## config.mk

```make
export PLATFORM = sky130hd
export DESIGN_NAME = uart_tx_queue
export DESIGN_NICKNAME = d
export VERILOG_FILES = /design/src/rtl/uart_pkg.sv /design/src/rtl/sync_fifo.sv /design/src/rtl/uart_tx_queue.sv
export SDC_FILE = /design/constraint.sdc
export NUM_CORES = 1
export LEC_CHECK = 0
export BUFFER_PORTS_ARGS = -buffer_cell sky130_fd_sc_hd__buf_2
export CAP_MARGIN = 20
export CORE_ASPECT_RATIO = 0.9
export CORE_MARGIN = 4
export CORE_UTILIZATION = 30
export CTS_BUF_LIST = sky130_fd_sc_hd__clkbuf_4 sky130_fd_sc_hd__clkbuf_8 sky130_fd_sc_hd__clkbuf_16
export CTS_CLUSTER_DIAMETER = 30
export CTS_CLUSTER_SIZE = 24
export DETAILED_ROUTE_END_ITERATION = 10
export SYNTH_ARGS = -nofsm -noshare
export SYNTH_HDL_FRONTEND = slang
export SYNTH_SLANG_ARGS = --single-unit
```

## constraint.sdc

```tcl
create_clock -name clk -period 8.95 [get_ports clk]
set_input_delay 0.895 -clock clk [delete_from_list [all_inputs] [get_ports clk]]
set_output_delay 0.895 -clock clk [all_outputs]
set_load 0.03 [all_outputs]
```

## src/rtl/uart_pkg.sv

```systemverilog
// Shared types and default sizing for the UART TX launch queue.
package uart_pkg;

  typedef logic [7:0] byte_t;

  typedef enum logic [1:0] {
    IDLE      = 2'd0,
    WAIT_BUSY = 2'd1,
    WAIT_DONE = 2'd2
  } txq_state_t;

  localparam int DEFAULT_DEPTH       = 16;
  localparam int DEFAULT_ACK_TIMEOUT = 4;

endpackage

```

## src/rtl/sync_fifo.sv

```systemverilog
// Byte FIFO with occupancy count and synchronous flush.
// DEPTH must be a power of two (>= 2) so the pointers wrap naturally.
// push must already be qualified by the caller (valid && ready).
module sync_fifo
  import uart_pkg::*;
#(
  parameter int DEPTH = DEFAULT_DEPTH
) (
  input  logic                   clk,
  input  logic                   rst_n,
  input  logic                   push,
  input  byte_t                  wr_data,
  input  logic                   pop,
  input  logic                   flush,
  output byte_t                  rd_data,
  output logic [$clog2(DEPTH):0] count,
  output logic                   empty,
  output logic                   full
);

  localparam int AW = $clog2(DEPTH);
  localparam int CW = AW + 1;

  byte_t          mem [DEPTH];
  logic [AW-1:0]  wr_ptr;
  logic [AW-1:0]  rd_ptr;

  // Storage write; a flush cycle never stores the offered byte.
  always_ff @(posedge clk) begin
    if (push && !flush) begin
      mem[wr_ptr] <= wr_data;
    end
  end

  // Pointer and occupancy tracking; flush overrides any push/pop that cycle.
  always_ff @(posedge clk or negedge rst_n) begin
    if (!rst_n) begin
      wr_ptr <= '0;
      rd_ptr <= '0;
      count  <= '0;
    end else if (flush) begin
      wr_ptr <= '0;
      rd_ptr <= '0;
      count  <= '0;
    end else begin
      if (push) wr_ptr <= wr_ptr + 1'b1;
      if (pop)  rd_ptr <= rd_ptr + 1'b1;
      case ({push, pop})
        2'b10:   count <= count + 1'b1;
        2'b01:   count <= count - 1'b1;
        default: count <= count;
      endcase
    end
  end

  assign rd_data = mem[rd_ptr];
  assign empty   = (count == '0);
  assign full    = (count == CW'(DEPTH));

endmodule

```

## src/rtl/uart_tx_queue.sv

```systemverilog
// Byte queue in front of the UART transmitter: buffers producer bytes and
// launches them one at a time using the tx_start / tx_busy handshake.
//
// state     | meaning
// IDLE      | waiting for a queued byte and an idle UART
// WAIT_BUSY | byte launched, waiting for tx_busy to rise (timeout guarded)
// WAIT_DONE | UART transmitting, waiting for tx_busy to fall
module uart_tx_queue
  import uart_pkg::*;
#(
  parameter int DEPTH       = DEFAULT_DEPTH,
  parameter int ACK_TIMEOUT = DEFAULT_ACK_TIMEOUT
) (
  input  logic                   clk,
  input  logic                   rst_n,
  input  logic [7:0]             in_data,
  input  logic                   in_valid,
  output logic                   in_ready,
  input  logic                   flush,
  output logic                   tx_start,
  output logic [7:0]             tx_data,
  input  logic                   tx_busy,
  output logic [$clog2(DEPTH):0] count,
  output logic                   empty,
  output logic                   full,
  output logic                   ack_err
);

  localparam int TW = $clog2(ACK_TIMEOUT + 1);

  txq_state_t    state;
  txq_state_t    state_next;
  logic          push;
  logic          launch;
  logic          timeout_hit;
  logic          set_err;
  logic [TW-1:0] timer;
  byte_t         rd_data;

  // No pass-through when full: a same-cycle pop does not open a slot.
  assign in_ready = !full && !flush;
  assign push     = in_valid && in_ready;

  sync_fifo #(
    .DEPTH (DEPTH)
  ) u_fifo (
    .clk     (clk),
    .rst_n   (rst_n),
    .push    (push),
    .wr_data (in_data),
    .pop     (launch),
    .flush   (flush),
    .rd_data (rd_data),
    .count   (count),
    .empty   (empty),
    .full    (full)
  );

  assign timeout_hit = (timer == TW'(ACK_TIMEOUT - 1));

  // FSM state register.
  always_ff @(posedge clk or negedge rst_n) begin
    if (!rst_n) begin
      state <= IDLE;
    end else begin
      state <= state_next;
    end
  end

  // Next-state decode.
  always_comb begin
    state_next = state;
    case (state)
      IDLE: begin
        if (!empty && !tx_busy) state_next = WAIT_BUSY;
      end
      WAIT_BUSY: begin
        if (tx_busy)          state_next = WAIT_DONE;
        else if (timeout_hit) state_next = IDLE;
      end
      WAIT_DONE: begin
        if (!tx_busy) state_next = IDLE;
      end
      default: state_next = IDLE;
    endcase
  end

  // Per-state control strobes: launch pops the FIFO, set_err flags a dropped byte.
  always_comb begin
    launch  = 1'b0;
    set_err = 1'b0;
    case (state)
      IDLE:      launch  = !empty && !tx_busy;
      WAIT_BUSY: set_err = !tx_busy && timeout_hit;
      default: begin
        launch  = 1'b0;
        set_err = 1'b0;
      end
    endcase
  end

  // Launch registers: tx_start pulses for one cycle, tx_data holds until the next launch.
  always_ff @(posedge clk or negedge rst_n) begin
    if (!rst_n) begin
      tx_start <= 1'b0;
      tx_data  <= '0;
    end else begin
      tx_start <= launch;
      if (launch) tx_data <= rd_data;
    end
  end

  // Busy-acknowledge timer and sticky error flag.
  always_ff @(posedge clk or negedge rst_n) begin
    if (!rst_n) begin
      timer   <= '0;
      ack_err <= 1'b0;
    end else begin
      if (launch) begin
        timer <= '0;
      end else if (state == WAIT_BUSY && !tx_busy) begin
        timer <= timer + 1'b1;
      end
      if (set_err) ack_err <= 1'b1;
    end
  end

endmodule

```

# After elaboration in Yosys (flattened, before gate mapping)
# Memories as Yosys holds them, arrays and structs flattened. A register that Yosys moved wholly into a read port is not among the register bits.
# Index checks and enable logic that the tools add are counted.
# classes
muxes,17
n_addsub,5
reduce_logical,18
n_eq_ne,9
# op_table
cell,n
4-bit two-way mux,4
5-bit one-hot mux with 2 select lines,1
"4-bit by 1-bit adder with 4-bit output, second input constant",2
2-bit two-way mux,4
1-bit logical AND,6
3-bit two-way mux,2
2-bit one-hot mux with 3 select lines,1
2-bit nonzero test,3
"5-bit by 1-bit adder with 5-bit output, second input constant",1
"5-bit equality test, second input constant",1
1-bit logical NOT,5
5-bit logical NOT,1
5-bit two-way mux,1
"5-bit by 1-bit subtractor with 5-bit output, second input constant",1
"2-bit by 1-bit equality test with 1-bit output, second input constant",2
"2-bit equality test, second input constant",2
1-bit two-way mux,4
"2-bit != test, second input constant",2
"3-bit by 1-bit adder with 3-bit output, second input constant",1
"3-bit by 2-bit equality test with 1-bit output, second input constant",1
"3-bit != test, second input constant",1
3-bit AND reduction,1
3-bit nonzero test,1
2-bit logical NOT,1
# word_totals
ram_bits,128
output_inout_bits,18
regBits,20
elab_cells,57
mem_count,1
input_bits,13
# mem_list
name,words,word_bits,read_ports,rd_clocked_by_memory_dff,wr,line,rtl
u_fifo.mem,16,8,1,1,1,sync_fifo.sv:24,byte_t mem [DEPTH];

# Logic depth before layout (Yosys ltp)
# Gate-level depths: netlist of the first run.
# depth
ltp_word,7
ltp_mapped,11
mapped_depth_nobuf,11

# Cells and area by module
# From an unflattened synthesis of the first run, not the netlist that was laid out.
# hier_totals
hier_cells,357
hier_area_um2,6424.9
# modules_own_cells
mod,area_per_inst_um2,instances,seq_area_each_um2,cells_each
sync_fifo,5808.1,1,4169.0,315
uart_tx_queue,616.8,1,375.4,42

# Worst setup path after synthesis of the first run
# No wires, ideal clock.
# synth_path
path_kind,reg2reg
from,register u_fifo.count[1]
to,register u_fifo.count[4]
n_path_buf,0
synth_period_minus_slack_ns,2.981
path_slack_ns,5.969
required_time_ns,8.849
t_arrival_ns,2.880
setup_ns,0.101
path_stages_with_launch,12
cell_sequence,dfrtp_1 > or4_4 > o21ai_4 > inv_2 > nand2_2 > inv_1 > ha_1 > nor2b_1 > o21ai_0 > and2_1 > mux2_2 > o311ai_2
# synth_between
elab_chain_cells,7
word_cells_on_any_way,15
classes_between,add/sub: 2; eq/ne: 3; mux: 3; reduce/logical: 7
# synth_lines
element,line,rtl
"start, declared",sync_fifo.sv:16,"output logic [$clog2(DEPTH):0] count,"
"start signal, assigned",sync_fifo.sv:49,2'b10: count <= count + 1'b1;
"start signal, assigned",sync_fifo.sv:50,2'b01: count <= count - 1'b1;
"start signal, assigned",sync_fifo.sv:51,default: count <= count;
5-bit logical NOT or 5-bit equality test (tied branches),"sync_fifo.sv:57, sync_fifo.sv:58",
1-bit logical NOT (on tied branches),"uart_tx_queue.sv:93, uart_tx_queue.sv:41",
1-bit logical AND (on tied branches),"uart_tx_queue.sv:93, uart_tx_queue.sv:41",
1-bit two-way mux or 1-bit logical AND (tied branches),"uart_tx_queue.sv:92, uart_tx_queue.sv:42",
2-bit by 1-bit equality test with 1-bit output or 2-bit equality test (tied branches),sync_fifo.sv:48,"case ({push, pop})"
5-bit one-hot mux with 2 select lines,sync_fifo.sv:48,
5-bit two-way mux,sync_fifo.sv:41,end else if (flush) begin
# Several ways; a longest one is shown, not always the timed one.
# A chain may end at the register's enable or synchronous reset.

# Worst setup path after layout of the first run
# Ends and elaborated chain as after synthesis.

==> run summary, run 1 <==
=====================================================================================
Run status                                                               finished, final reports clean
Path depth of the worst reg2reg path                                               11
Routability-driven placement congestion ratio                                   0.777
Buffer and inverter count on the worst path                                         2
Number of placed I/O pins                                                          31
Adder and majority gate portion of the synthesized area                         2.28%
Routed vias                                                                      3213
Sum of negative setup slack                                                      0 ns
Kind of critical path                                                      reg -> reg
Longest Clk Path Bufs                                                               2
Area fraction in and, or, nand and nor cells after synthesis                    5.40%
Layout net count                                                                  406
Proportion of layout cells with a drive suffix above 1                          26.8%
Ordered list of cells on the worst path                                  or4_4 > o21ai_4 > inv_2 > nand2_2 > inv_1 > ha_1 > nor2b_1 > o21ai_0 > and2_1 > mux2_2 > o311ai_2
CP Max Fanout                                                                      15
X dimension of the die                                                         162 µm
Endpoint of the most critical setup path                                 u_fifo.count[4]
N_diodes                                                                            0
Clock-pin slew on the worst setup and hold paths                              0.06 ns
Number of flops mapped to enable cells by yosys                                   128
Worst vdd rail ir drop                                                       0.146 mV
Max Fclk                                                                    0.288 GHz
Post-cts resize count                                                               0
Clock Skews                                                                 0.0116 ns
End-of-flow core utilization                                                    35.5%
Final setup viols                                                                   0
Worst hold margin                                                            0.450 ns
Crit. path cell count                                                              11
Largest net degree at the start of global routing                                  36
Per-cell routed wire length                                                   18.4 µm
Area grow syn2layout                                                            16.1%
Final worst path period share                                                   38.8%
Max Cap Violations                                                                  0
Worst setup SP type                                                          register
CP delay by family, top                                                  simple AND/OR/NAND/NOR gates
Reg-to-reg endpoint                                                      u_fifo.count[4]
Hold buffer count at CTS                                                            0
H-Tree Depth                                                                        4
Via density per instance                                                         4.72
Flip-flop and latch count after synthesis                                         156
Total of fill cells in the finished design                                       1935
Nature of the critical path endpoint                                         register
Mux cell area share after synthesis                                             14.2%
Worst relative slew slack                                                       23.8%
Delay of the slowest cell on the worst path                                   0.60 ns
All-layer global routing usage                                                  11.3%
Row cnt                                                                            50
Final wirelength                                                             12600 µm
Clock tree from TritonCTS                                                        done
Synthesis warning total                                                             0
Count of mapped cells out of synthesis                                            349
Cell area after synthesis                                                    6370 µm²
Kind of path behind the tightest hold check                                reg -> reg
RSZ-0062 raised after global routing                                            false
Origin of the worst setup path                                           u_fifo.count[1]
ANT nets after route                                                                0
Clock insertion delay at the later pin of the skew report                     0.43 ns
Clock root cell                                                          sky130_fd_sc_hd__clkbuf_16
Launch instance of the worst min-delay path                                   ack_err
Total Die Area                                                              23600 µm²
Max-slew violation count                                                            0
Worst reg-to-reg setup slack                                                  5.47 ns
Primary FF master, synth                                                 sky130_fd_sc_hd__edfxtp_1
Async SR Flop Fraction                                                          17.9%
Die height                                                                     146 µm
Reg-to-reg startpoint                                                    u_fifo.count[1]
Slowest cell on the critical path                                        sky130_fd_sc_hd__or4_4
Critical Path RT                                                              9.28 ns
Power Density                                                              277 nW/µm²
Slew @ Worst Pin                                                              1.14 ns
Number of clock buffers inserted by TritonCTS                                      17
Sequential share of the synthesized area                                        71.3%
Number of antenna violations at the first check in global routing                   0
First-pass GRT wire length                                                   19800 µm
Floorplan core area                                                         20800 µm²
Share of the synthesized netlist area taken by xor and xnor gates               1.24%
Final min period                                                              3.48 ns
Global-route congestion overflow total                                              0
Count of routing violations after the opening detailed-route iteration            216
Post-synthesis net count                                                          373
Hold Path Stages                                                                    1
Average size of a mapped cell                                                18.3 µm²
Leakage                                                                    0.00252 µW
Effective utilization at floorplan                                              30.6%
Setup repair bufs after CTS                                                         0
Synth cell types                                                                   44
Total clock sinks                                                                 156
Number of global-route vias before repair                                        3404
Count of endpoints failing hold in the final timing report                          0
Count of buffers from port buffering                                               30
Post-DP HPWL                                                                  8090 µm
Area fraction in compound gates after synthesis                                 3.79%
Arrival @ worst endpoint                                                      3.80 ns
Remaining design rule violation count                                               0
1st-pass router iterations                                                          4
Largest family of logic cells by synthesized area                        multiplexers
=====================================================================================
## metal layers
layer,share of wire (%),global-route usage [%],wire length (µm)
met5,0,0,0
met4,1.3,4.69,158
met3,3.5,2.54,437
met2,50,18.5,6320
met1,45,14.6,5650
## worst register-to-register path, cell delays in order (launching register included)
cell	delay, ns
sky130_fd_sc_hd__dfrtp_1	0.44
sky130_fd_sc_hd__or4_4	0.60
sky130_fd_sc_hd__o21ai_4	0.40
sky130_fd_sc_hd__inv_2	0.23
sky130_fd_sc_hd__nand2_2	0.14
sky130_fd_sc_hd__inv_1	0.08
sky130_fd_sc_hd__ha_1	0.31
sky130_fd_sc_hd__nor2b_1	0.15
sky130_fd_sc_hd__o21ai_0	0.29
sky130_fd_sc_hd__and2_1	0.21
sky130_fd_sc_hd__mux2_2	0.35
sky130_fd_sc_hd__o311ai_2	0.20
## where the power goes
part | leakage, µW | internal (µW) | switching [µW]
clock network | 0.000279 | 397 | 310
logic | 0.000717 | 166 | 271
registers | 0.00152 | 843 | 59.5
total | 0.00252 | 1410 | 641
## state kept, by name, summed over array words and instances (netlist names)
signal	flops
u_fifo.mem	128
u_fifo.rd_ptr	4
ack_err	1
timer	3
tx_data	8
tx_start	1
u_fifo.count	5
state	2
u_fifo.wr_ptr	4
## area by class of cell
cell class	instances	area (µm²)	share of cell area, %
tap	286	358	4.84
clock inverter	14	153	2.06
multi-input combinational	166	1710	23.1
sequential	156	4550	61.5
inverter	10	37.5	0.507
clock buffer	18	433	5.85
timing repair buffer	31	158	2.13
## layout by cell type (no fill, tap or decap), drive strengths merged
cell type / instances
clkinvlp: 3
and3: 4
o311ai: 1
edfxtp: 128
xnor2: 3
and4: 4
nor2b: 3
a311oi: 1
nor2: 15
mux4: 32
a21oi: 2
or4: 1
bufinv: 1
nand2: 21
and2: 10
buf: 31
o31ai: 1
o32a: 1
o2bb2ai: 2
fa: 1
nor4: 1
inv: 17
nand2b: 1
mux2i: 17
xor2: 6
a21boi: 1
a21o: 4
mux2: 1
o221ai: 8
nor3b: 1
or2: 1
ha: 10
clkinv: 3
nand4: 2
a211oi: 1
clkbuf: 18
dfrtp: 28
nor3: 3
o21ai: 7
## cell families (layout without fill, tap and decap cells)
logic type,count (synthesis),after routing
flip-flops,156,156
AND/OR/NAND/NOR,67,67
multiplexers,50,50
AO/OA/AOI/OAI,29,29
buffers and inverters,27,73
adder cells (fa/ha/maj),11,11
XOR/XNOR,9,9
## synth_stat cells, types with 4 or more instances
cell type / n / area share, %
sky130_fd_sc_hd__edfxtp_1: 128 / 60
sky130_fd_sc_hd__mux4_2: 32 / 11
sky130_fd_sc_hd__dfrtp_1: 28 / 11
sky130_fd_sc_hd__nand2_1: 20 / 1.2
sky130_fd_sc_hd__mux2i_1: 17 / 2.7
sky130_fd_sc_hd__nor2_1: 15 / 0.88
sky130_fd_sc_hd__and2_1: 10 / 0.98
sky130_fd_sc_hd__ha_1: 10 / 2.0
sky130_fd_sc_hd__clkbuf_1: 9 / 0.53
sky130_fd_sc_hd__inv_1: 9 / 0.53
sky130_fd_sc_hd__o221ai_1: 8 / 1.1
sky130_fd_sc_hd__xor2_1: 6 / 0.82
sky130_fd_sc_hd__buf_2: 5 / 0.39
sky130_fd_sc_hd__a21o_1: 4 / 0.47
sky130_fd_sc_hd__and3_1: 4 / 0.39
sky130_fd_sc_hd__and4_1: 4 / 0.55
## worst min-delay path by stage
stage	endpoint
floorplan	timer[1]
global placement	ack_err
detailed placement	ack_err
CTS	ack_err
global route	ack_err
finish	ack_err
## metrics by stage
step                std cells  setup slack (ns)  area [µm²]  total power [µW]
floorplan                 349              5.97        6370              1240
global placement          649              5.47        6810              1350
detailed placement        649              5.37        6810              1370
CTS                       681              5.48        7400              2070
global route              681              5.26        7400              2150
finish                    681              5.47        7400              2050
(Power assumes the default switching activity.)
==> inputs of run 2 (changes only) <==
--- a/config.mk
+++ b/config.mk
@@ -5,6 +5,7 @@
 export SDC_FILE = /design/constraint.sdc
 export NUM_CORES = 1
 export LEC_CHECK = 0
+export ABC_AREA = 1
 export BUFFER_PORTS_ARGS = -buffer_cell sky130_fd_sc_hd__buf_2
 export CAP_MARGIN = 20
 export CORE_ASPECT_RATIO = 0.9
==> constraint.sdc (replaced) <==
create_clock -name clk -period 3.1 [get_ports clk]
set_input_delay 0.31 -clock clk [delete_from_list [all_inputs] [get_ports clk]]
set_output_delay 0.31 -clock clk [all_outputs]
set_load 0.03 [all_outputs]
==> run summary, run 2 <==
=====================================================================================
CP Max Fanout                                                                      15   unchanged
Hold buffer count at CTS                                                            1   was 0
Clock Skews                                                                0.00959 ns   was 0.0116 ns
Slew @ Worst Pin                                                             0.747 ns   was 1.14 ns
Synth cell types                                                                   30   was 44
Worst setup SP type                                                          register   unchanged
Ordered list of cells on the worst path                                  nor2_1 > nand3_1 > nand2_2 > inv_2 > nand2_2 > inv_1 > ha_1 > a21oi_1 > nand2_1 > nand2_1 > nand2_1 > nand2_1 > nand2_1 > nand2_1 > nand2_1   was or4_4 > o21ai_4 > inv_2 > nand2_2 > inv_1 > ha_1 > nor2b_1 > o21ai_0 > and2_1 > mux2_2 > o311ai_2
Clock root cell                                                          sky130_fd_sc_hd__clkbuf_16   unchanged
Count leader, synth                                                      sky130_fd_sc_hd__nand2_1   was sky130_fd_sc_hd__edfxtp_1
Flip-flop and latch count after synthesis                                         156   unchanged
Remaining design rule violation count                                               0   unchanged
Reg-to-reg startpoint                                                    u_fifo.count[0]   was u_fifo.count[1]
Count of routing violations after the opening detailed-route iteration            318   was 216
Kind of path behind the tightest hold check                                 in -> reg   was reg -> reg
Synth top cells by count                                                 133 x sky130_fd_sc_hd__nand2_1, 128 x sky130_fd_sc_hd__edfxtp_1, 127 x sky130_fd_sc_hd__nor2_1   was 128 x sky130_fd_sc_hd__edfxtp_1, 32 x sky130_fd_sc_hd__mux4_2, 28 x sky130_fd_sc_hd__dfrtp_1
Routed vias                                                                      4377   was 3213
Layout net count                                                                  682   was 406
Arrival @ worst endpoint                                                      2.83 ns   was 3.80 ns
Number of global-route vias before repair                                        4304   was 3404
RSZ-0062 raised after global routing                                            false   unchanged
Number of flops mapped to enable cells by yosys                                   128   unchanged
Area share of the largest cell type after synthesis                             57.8%   was 60.3%
Worst relative slew slack                                                       50.2%   was 23.8%
Post-cts resize count                                                               0   unchanged
H-Tree Depth                                                                        4   unchanged
Run status                                                               finished, final reports clean   unchanged
Final min period                                                              2.52 ns   was 3.48 ns
Slowest cell on the critical path                                        sky130_fd_sc_hd__dfrtp_1   was sky130_fd_sc_hd__or4_4
Async SR Flop Fraction                                                          17.9%   unchanged
Leakage                                                                    0.00305 µW   was 0.00252 µW
Cell types with the largest area share after synthesis                   sky130_fd_sc_hd__edfxtp_1 58%, sky130_fd_sc_hd__dfrtp_1 11%, sky130_fd_sc_hd__nand2_1 7.5%   was sky130_fd_sc_hd__edfxtp_1 60%, sky130_fd_sc_hd__mux4_2 11%, sky130_fd_sc_hd__dfrtp_1 11%
Number of clock buffers inserted by TritonCTS                                      17   unchanged
N_diodes                                                                            0   unchanged
Worst vdd rail ir drop                                                       0.683 mV   was 0.146 mV
Proportion of layout cells with a drive suffix above 1                          13.7%   was 26.8%
Hold Path Stages                                                                    2   was 1
Origin of the worst setup path                                           u_fifo.count[0]   was u_fifo.count[1]
Kind of critical path                                                      reg -> reg   unchanged
Top register by number of flip-flops                                       u_fifo.mem   unchanged
Clock insertion delay at the later pin of the skew report                     0.42 ns   was 0.43 ns
Path depth of the worst reg2reg path                                               15   was 11
Post-synth top area cell                                                 sky130_fd_sc_hd__edfxtp_1   unchanged
Nature of the critical path endpoint                                         register   unchanged
Primary FF master, synth                                                 sky130_fd_sc_hd__edfxtp_1   unchanged
Total Die Area                                                              24600 µm²   was 23600 µm²
Clock tree from TritonCTS                                                        done   unchanged
Longest Clk Path Bufs                                                               2   unchanged
Max Cap Violations                                                                  0   unchanged
Effective utilization at floorplan                                              30.7%   was 30.6%
Post-synthesis net count                                                          639   was 373
ANT nets after route                                                                0   unchanged
Final wirelength                                                             15100 µm   was 12600 µm
Floorplan core area                                                         21700 µm²   was 20800 µm²
Largest registers in the final layout                                    u_fifo.mem x128, tx_data x8, u_fifo.count x5   unchanged
Delay of the slowest cell on the worst path                                   0.42 ns   was 0.60 ns
Highest-count cells in the layout ignoring fill and taps                 133 x sky130_fd_sc_hd__nand2_1, 128 x sky130_fd_sc_hd__edfxtp_1, 127 x sky130_fd_sc_hd__nor2_1   was 128 x sky130_fd_sc_hd__edfxtp_1, 32 x sky130_fd_sc_hd__mux4_2, 30 x sky130_fd_sc_hd__buf_2
Global-route congestion overflow total                                              0   unchanged
Area of all placed cells without fillers                                     7750 µm²   was 7400 µm²
Routability-driven placement congestion ratio                                   0.771   was 0.777
Cell area after synthesis                                                    6650 µm²   was 6370 µm²
Row cnt                                                                            51   was 50
Count of mapped cells out of synthesis                                            615   was 349
Largest net degree at the start of global routing                                  67   was 36
Area grow syn2layout                                                            16.5%   was 16.1%
Final worst path period share                                                   81.3%   was 38.8%
Setup repair bufs after CTS                                                         0   unchanged
Max-slew violation count                                                            0   unchanged
1st-pass router iterations                                                          5   was 4
Count of endpoints failing hold in the final timing report                          0   unchanged
Sum of negative setup slack                                                      0 ns   unchanged
Sequential share of the synthesized area                                        68.3%   was 71.3%
Power Density                                                              835 nW/µm²   was 277 nW/µm²
Number of placed I/O pins                                                          31   unchanged
Number of antenna violations at the first check in global routing                   0   unchanged
X dimension of the die                                                         165 µm   was 162 µm
Clock-pin slew on the worst setup and hold paths                              0.06 ns   about the same
Synthesis warning total                                                             0   unchanged
Via density per instance                                                         4.55   was 4.72
Post-DP HPWL                                                                  9400 µm   was 8090 µm
Largest register FFs                                                              128   unchanged
Max Fclk                                                                    0.397 GHz   was 0.288 GHz
Average size of a mapped cell                                                10.8 µm²   was 18.3 µm²
First-pass GRT wire length                                                   23700 µm   was 19800 µm
Final setup viols                                                                   0   unchanged
Die height                                                                     149 µm   was 146 µm
Count of buffers from port buffering                                               30   unchanged
Critical Path RT                                                              3.41 ns   was 9.28 ns
Placed cell area                                                             7150 µm²   was 6810 µm²
Launch instance of the worst min-delay path                                   tx_busy   was ack_err
Per-cell routed wire length                                                   15.7 µm   was 18.4 µm
Total clock sinks                                                                 156   unchanged
Worst reg-to-reg setup slack                                                  0.58 ns   was 5.47 ns
All-layer global routing usage                                                  12.9%   was 11.3%
Most used cell along the critical path                                   sky130_fd_sc_hd__nand2_1
Commonest non-fill, non-tap cell in the layout                           sky130_fd_sc_hd__nand2_1   was sky130_fd_sc_hd__edfxtp_1
=====================================================================================
run 2: cell types whose count changed after synthesis, moves of 6 or more:
cell,previous run,this run
sky130_fd_sc_hd__o221ai_1,8,0
sky130_fd_sc_hd__mux4_2,32,0
sky130_fd_sc_hd__buf_2,5,13
sky130_fd_sc_hd__nand3_1,0,57
sky130_fd_sc_hd__nand2_1,20,133
sky130_fd_sc_hd__xor2_1,6,0
sky130_fd_sc_hd__mux2i_1,17,0
sky130_fd_sc_hd__o21ai_1,2,36
sky130_fd_sc_hd__and2_1,10,0
sky130_fd_sc_hd__o21ai_0,3,17
sky130_fd_sc_hd__inv_1,9,20
sky130_fd_sc_hd__nor2_1,15,127
run 2: final timing paths:
check	end
setup / recovery	u_fifo.count[4]
hold / removal	state[1]
setup reg to reg	u_fifo.count[4]
hold reg to reg	ack_err
max in group asynchronous	u_fifo.rd_ptr[0]
min in group asynchronous	ack_err
run 2: per-layer routing:
metal,global-route usage (%),part of all wire [%],up-vias
met4,5.16,2.4,0
met3,3.40,4.4,27
met1,16.7,44,2077
li1,-,-,2172
met5,0,0,-
met2,20.6,49,101
run 2: cell type report:
type                    count  area [µm²]
fillers                  2137       13900
well taps                 291         364
clock inverters            13         150
inverters                  26        97.6
repair buffers             52         318
clock buffers              19         440
flip-flops and latches    156        4550
multi-input cells         405        1830
run 2: stage by stage:
stage | setup slack (ns) | instances | utilization, % | total power [µW] | hold WS (ns)
global route | 0.281 | 962 | 35.7 | 6860 | 0.152
finish | 0.581 | 962 | 35.7 | 6470 | 0.163
floorplan | 1.02 | 615 | - | 3960 | 0.0144
CTS | 0.624 | 962 | 35.7 | 6530 | 0.144
global placement | 0.707 | 929 | 33.0 | 4420 | 0.379
detailed placement | 0.645 | 929 | 33.0 | 4440 | 0.377
run 2: kinds of logic (layout without fill, tap and decap cells):
logic type / count (synthesis) / count (layout) / share of synthesized area [%]
and+or+nand+nor: 327 / 327 / 20.0
DFF: 156 / 156 / 68.3
AOI/OAI and AO/OA: 64 / 64 / 5.00
buffers and inverters: 54 / 110 / 4.08
adders and majority gates: 11 / 11 / 2.18
xor gates and xnor gates: 3 / 3 / 0.395
run 2: critical path: cells and delay by family (launching register included):
kind / cells / cell delay, ns
compound gates: 1 / 0.21
fa+ha+maj: 1 / 0.33
buf+inv: 2 / 0.29
flops: 1 / 0.42
simple gates: 11 / 1.15
run 2: power by group:
group	total (µW)	switching [µW]	internal, µW
combinational	1840	1300	540
sequential	2560	111	2450
clock	2070	801	1270
total	6470	2210	4260
